`src/rtl/uart_tx_drain.sv`:
```
// uart_tx_drain: pops CPU-write FIFO words and sends each byte as an 8N1 frame.
// Define UART_TX_PARITY_EN to insert an even parity bit (8E1, 11-bit frame).

`ifndef DATA_WIDTH
`define DATA_WIDTH 32
`endif

module uart_tx_drain #(
  parameter int CLKS_PER_BIT = 868,
  parameter int WORD_BYTES   = 1
) (
  input  logic                   clk,
  input  logic                   rst_n,
  input  logic [`DATA_WIDTH-1:0] fifo_data_out,
  input  logic                   fifo_empty,
  output logic                   fifo_read_enabled,
  output logic                   tx,
  output logic                   busy
);

  localparam int WW = 8 * WORD_BYTES;
  localparam int BW = $clog2(CLKS_PER_BIT);
  localparam int IW = (WORD_BYTES > 1) ? $clog2(WORD_BYTES) : 1;
  localparam logic [BW-1:0] BAUD_LAST = BW'(CLKS_PER_BIT - 1);
  localparam logic [IW-1:0] BYTE_LAST = IW'(WORD_BYTES - 1);

  typedef enum logic [2:0] {
    IDLE   = 3'd0,
    FETCH  = 3'd1,
    START  = 3'd2,
    DATA   = 3'd3,
`ifdef UART_TX_PARITY_EN
    PARITY = 3'd4,
`endif
    STOP   = 3'd5
  } state_e;

  state_e        state_q, state_d;
  logic [BW-1:0] baud_q, baud_d;
  logic [2:0]    bit_q, bit_d;
  logic [IW-1:0] byte_q, byte_d;
  logic [WW-1:0] word_q, word_d;

  logic       baud_end;
  logic [7:0] cur_byte;
  logic       unused_data;

  // Only the low WW bits of the FIFO word are ever sent.
  assign unused_data = ^fifo_data_out;

  assign baud_end = (baud_q == BAUD_LAST);
  assign cur_byte = word_q[7:0];

  // Pop only from IDLE; gating with rst_n keeps the strobe low in reset.
  assign fifo_read_enabled = rst_n & (state_q == IDLE) & ~fifo_empty;
  assign busy = (state_q != IDLE) | fifo_read_enabled;

  // Line level decoded from state so reset forces idle-high at once.
  always_comb begin
    tx = 1'b1;
    unique case (state_q)
      START:   tx = 1'b0;
      DATA:    tx = cur_byte[bit_q];
`ifdef UART_TX_PARITY_EN
      PARITY:  tx = ^cur_byte;
`endif
      default: tx = 1'b1;
    endcase
  end

  // Next-state, baud timing and byte sequencing.
  always_comb begin
    state_d = state_q;
    baud_d  = baud_q;
    bit_d   = bit_q;
    byte_d  = byte_q;
    word_d  = word_q;
    unique case (state_q)
      IDLE: begin
        baud_d = '0;
        if (fifo_read_enabled) state_d = FETCH;
      end
      FETCH: begin
        word_d  = fifo_data_out[WW-1:0];
        byte_d  = '0;
        bit_d   = '0;
        baud_d  = '0;
        state_d = START;
      end
      START: begin
        if (baud_end) begin
          baud_d  = '0;
          bit_d   = '0;
          state_d = DATA;
        end else begin
          baud_d = baud_q + BW'(1);
        end
      end
      DATA: begin
        if (baud_end) begin
          baud_d = '0;
          bit_d  = bit_q + 3'd1;
          if (bit_q == 3'd7) begin
`ifdef UART_TX_PARITY_EN
            state_d = PARITY;
`else
            state_d = STOP;
`endif
          end
        end else begin
          baud_d = baud_q + BW'(1);
        end
      end
`ifdef UART_TX_PARITY_EN
      PARITY: begin
        if (baud_end) begin
          baud_d  = '0;
          state_d = STOP;
        end else begin
          baud_d = baud_q + BW'(1);
        end
      end
`endif
      STOP: begin
        if (baud_end) begin
          baud_d = '0;
          if (byte_q != BYTE_LAST) begin
            byte_d  = byte_q + IW'(1);
            word_d  = word_q >> 8;
            state_d = START;
          end else begin
            state_d = IDLE;
          end
        end else begin
          baud_d = baud_q + BW'(1);
        end
      end
      default: state_d = IDLE;
    endcase
  end

  // State and datapath registers; reset aborts any frame in flight.
  always_ff @(posedge clk or negedge rst_n) begin
    if (!rst_n) begin
      state_q <= IDLE;
      baud_q  <= '0;
      bit_q   <= '0;
      byte_q  <= '0;
      word_q  <= '0;
    end else begin
      state_q <= state_d;
      baud_q  <= baud_d;
      bit_q   <= bit_d;
      byte_q  <= byte_d;
      word_q  <= word_d;
    end
  end

endmodule
```
`config.mk`:
```
export PLATFORM = sky130hd
export DESIGN_NAME = uart_tx_drain
export DESIGN_NICKNAME = d
export VERILOG_FILES = /design/src/rtl/uart_tx_drain.sv
export SDC_FILE = /design/constraint.sdc
export NUM_CORES = 1
export LEC_CHECK = 0
export CAP_MARGIN = 20
export CORE_AREA = 4 4 66 81
export CTS_CLUSTER_SIZE = 8
export DETAILED_ROUTE_END_ITERATION = 8
export DIE_AREA = 0 0 70 85
export PLACE_DENSITY = 0.54
export REMOVE_ABC_BUFFERS = 1
export SYNTH_ARGS = -nofsm -noshare
export SYNTH_HDL_FRONTEND = slang
export SYNTH_SLANG_ARGS = --single-unit
```
`constraint.sdc`:
```
create_clock -name clk -period 2.55 [get_ports clk]
set_clock_uncertainty 0.05 [all_clocks]
set_input_delay 0.255 -clock clk [delete_from_list [all_inputs] [get_ports clk]]
set_output_delay 0.255 -clock clk [all_outputs]
set_load 0.01 [all_outputs]
```
# == Word-level counts from Yosys, hierarchy flattened ==
# Index checks and enable logic that the tools add are counted.
# word_totals
ff_bits,25
inputBits,35
output_inout_bits,3
word_cells,57
# op_classes
n_addsub,3
n_lt_le_gt_ge,1
eq_ne,12
n_mux,21
bitwise_logic,4
reduce_logical,11
# ops
cell,count
$mux 3,7
$pmux 10 s2,1
$mux 8,2
$pmux 8 s2,1
$pmux 3 s5,1
$ne 2x2->1 const B,6
$add 10x1->10 const B,1
$eq 10x10->1 const B,1
$mux 10,1
$pmux 3 s3,1
$eq 3x2->1 const B,2
$eq 3x3->1 const B,2
$reduce_and 3->1,2
$reduce_bool 3->1,2
$reduce_and 5->1,1
$lt 3x4->1 const B,1
$pmux 1 s2,2
$reduce_bool 2->1,2
$add 3x1->3 const B,1
$bmux 1 s3,1
$eq 3x1->1 const B,1
$logic_not 3->1,1
$mux 1,3
$reduce_or 3->1,1
7 further kinds,8

# == Depth between registers and ports, before layout ==
# depth
ltp_word,5
ltp_mapped,6
depth_no_buf,5

# == Least setup slack after synthesis ==
# Ideal clock, no wire load.
# synth_timing
path_type,register to register
startpoint,reg baud_q[0]
endpoint,reg baud_q[2]
setup_ps,124
arrival_ps,1709
required_ps,2376
path_slack_ps,667
path_stages_with_launch,7
n_path_buf,1
period_less_slack_ps,1883
cell_sequence,dfrtp_1 > ha_1 > or3b_1 > or4_1 > buf_6 > a21oi_4 > nor2_1
# synth_between
elab_chain_len,3
elab_cells_between_ends,4
classes_between,add/sub (1); eq/ne (1); mux (2)
# synth_lines
element,line,text
from (decl),39,"logic [BW-1:0] baud_q, baud_d;"
from (signal assigned),152,baud_q <= baud_d;
$add 10x1->10 or $eq 10x10->1 (tied branches),--,
$mux 10 (*),"91, 100, 125",
$pmux 10 s2 (*),78,unique case (state_q)
# Every way passes the cells marked *; elsewhere a longest branch is shown, timed or not.
# A chain may end at the register's enable or synchronous reset.

# == Worst setup path in the final report ==
# layout_timing
startpoint,reg bit_q[0]
endpoint,out tx
# layout_between
elab_chain_len,3
# layout_lines
element,line,text
from (decl),40,"logic [2:0] bit_q, bit_d;"
from (signal assigned),153,bit_q <= bit_d;
$bmux 1 s3,63,DATA: tx = cur_byte[bit_q];
$mux 1 (implied by the code),63,
$pmux 1 s2,61,unique case (state_q)
to (decl),17,"output logic tx,"
# No other way between the ends. The select of a mux whose other input is x is not followed.

==> qor.yml <==
power_density_nw_per_um2: 411
dp_hpwl_um: 1930
worst_setup_path_start_kind: "flip-flop"
ir_drop_v: 0.000148
start_util: 0.294
antenna_found_initial: 0
die_h_um: 85
vias_per_cell: 4.89
first_pass_iters: 4
max_stage_delay_ns: 0.51
synth_xor_area_frac: 0.0460
die_area_um2: 5950
wl_um: 2540
synth_warnings: 0
muxShareOfSynthArea: 0.107
fmax_mhz: 424
final_cell_count_no_fill: 197
synth_fa_ha_area_frac: 0.0282
grt-ovfl-total: 0
cts_tree: "yes"
die_w_um: 70
port-buffer-count: 13
cts_hold_buf: 0
ys_async_sr_fraction: 1.00
slowest_stage: "mux4_2"
mostFrequentLayoutCell: "dfrtp_1"
synth_cell_types: 42
synthToLayoutAreaGrowth_pct: 16.5
track_usage: 0.0904
final_cell_mix: "23 x dfrtp_1, 17 x nand2_1, 13 x clkdlybuf4s50_1, 9 x nor2_1, 7 x xnor2_1"
slew_viol_final: 0
gp_congestion: 0.768
synthSimpleGateAreaFrac: 0.199
ant_nets: 0
grt_max_degree: 25
cp_num_buf_inv: 1
insertion_delay_ns: 0.26
rrSetupSlack_ns: 0.41
synth-edff-count: 0
min_period_ns: 2.36
grt_pass1_vias: 1007
htree_levels: 1
synth_top_family_by_area: "simple AND/OR/NAND/NOR gates"
synth_ff_type: "dfrtp_1"
tns_ns: 0
drt-initial-drc-count: 50
ys_ff_latch: 24
dp_cells: 194
pin_count: 38
critPathKind: "flip-flop to output pin"
root_buffer: "clkbuf_8"
grt_pass1_wl_um: 4440
r2r_start: "baud_q[0]"
layout.nets: 179
clk_transition_reported_paths_ns: 0.08
required_ns: 2.25
setup_viol: 0
avgRoutedWirePerCell_um: 12.9
syn_inst: 127
numCtsBuffers: 3
cts_resized: 0
clockBufferDepth: 2
syn_avg_cell_area_um2: 10.5
path_max_fanout: 7
fin_crit_sh: 0.926
tightest_slew_ns: 0.495
p_total_uw: 638
hold_class: "primary input to asynchronous set/reset pin"
crit_arrival_ns: 2.06
crit_chain: "mux4_2, nand2b_1, a41o_1, clkdlybuf4s50_1"
startpoint: "bit_q[0]"
cp_top_family: "multiplexers"
num_antenna_cells: 0
postCtsSetupBuffers: 0
synth_compound_area_frac: 0.125
worst_slew_margin_rel: 0.662
leakagePower_uw: 0.000631
core_um2: 4530
grt_setup_unrepaired: "no"
hold_viol: 0
endpoint_kind: "output pin"
cap_viol_max_count: 0
cts.sinks: 24
fp-row-count: 27
netlist_area_um2: 1330
seq_area_frac_synth: 0.451
vias: 964
layout-drive-gt1-share: 0.144
drc: 0
final_util: 0.343
run_status: "complete, no violations"
==> flip-flops by register name, indices dropped and copies added, names as in the netlist <==
| name | count |
|---|---|
| baud_q | 10 |
| cur_byte | 8 |
| bit_q | 3 |
| state_q | 3 |
==> path summary, 6_finish.rpt <==
| check | endpoint | depth (start not counted) |
|---|---|---|
| max | tx | 4 |
| min | baud_q[0] | 2 |
| max reg2reg | baud_q[6] | 5 |
| min reg2reg | cur_byte[3] | 1 |
| max in group asynchronous | bit_q[0] | 2 |
| min in group clk | cur_byte[3] | 1 |
==> per-stage QoR <==
stage	cell area [µm²]	hold WS (ns)	worst slack (ns)
2_1_floorplan	1290	-0.0906	0.632
3_3_place_gp	1510	0.422	0.401
3_5_place_dp	1510	0.429	0.387
4_1_cts	1550	0.371	0.0873
5_1_grt	1550	0.402	0.0848
6_report	1550	0.366	0.190
==> worst register-to-register path, cell delays in order (launching register included) <==
cell,delay [ns]
dfrtp_1,0.40
ha_1,0.21
or3b_1,0.39
or4_1,0.59
a21oi_4,0.31
nor2_1,0.08
==> cell type report <==
class / count / area, µm²
well taps: 58 / 72.6
inverters: 5 / 18.8
fillers: 459 / 2970
clock buffers: 3 / 41.3
repair buffers: 15 / 145
flip-flops and latches: 24 / 602
multi-input cells: 92 / 673
==> cell usage after synthesis (2+ instances only) <==
cell	count	area share
a2111oi_0	3	0.020
a211oi_1	3	0.017
a21oi_1	2	0.0075
buf_6	2	0.017
clkbuf_1	2	0.0056
dfrtp_1	24	0.45
ha_1	3	0.028
inv_1	5	0.014
mux2_1	2	0.017
mux2_2	6	0.051
mux2i_1	3	0.023
nand2_1	17	0.048
nand2b_1	4	0.019
nand3_1	4	0.015
nand3b_1	2	0.011
nand4_1	2	0.0094
nor2_1	9	0.025
nor3_1	2	0.0075
o211ai_1	2	0.011
o21ai_0	2	0.0075
xnor2_1	7	0.046
==> power breakdown <==
part / leakage, µW / switching [µW] / internal [µW]
registers: 0.000300 / 3.00 / 387
clock network: 0.0000216 / 110 / 105
logic: 0.000309 / 12.0 / 20.9
==> logic make-up after synthesis <==
family | after synthesis
buf+inv | 11
flops | 24
fa+ha+maj | 3
mux | 12
xor+xnor | 7
compound gates | 20
simple gates | 50
==> per-layer routing <==
metal	part of all wire	vias to the layer above	GRT usage	routed length (µm)
met2	0.49	18	0.158	1250
met1	0.45	462	0.106	1150
met5	0	-	0	0
met4	0.017	0	0.0366	42
li1	-	479	-	-
met3	0.037	5	0.0201	94
No activity file was read; power rests on OpenSTA's default activity.
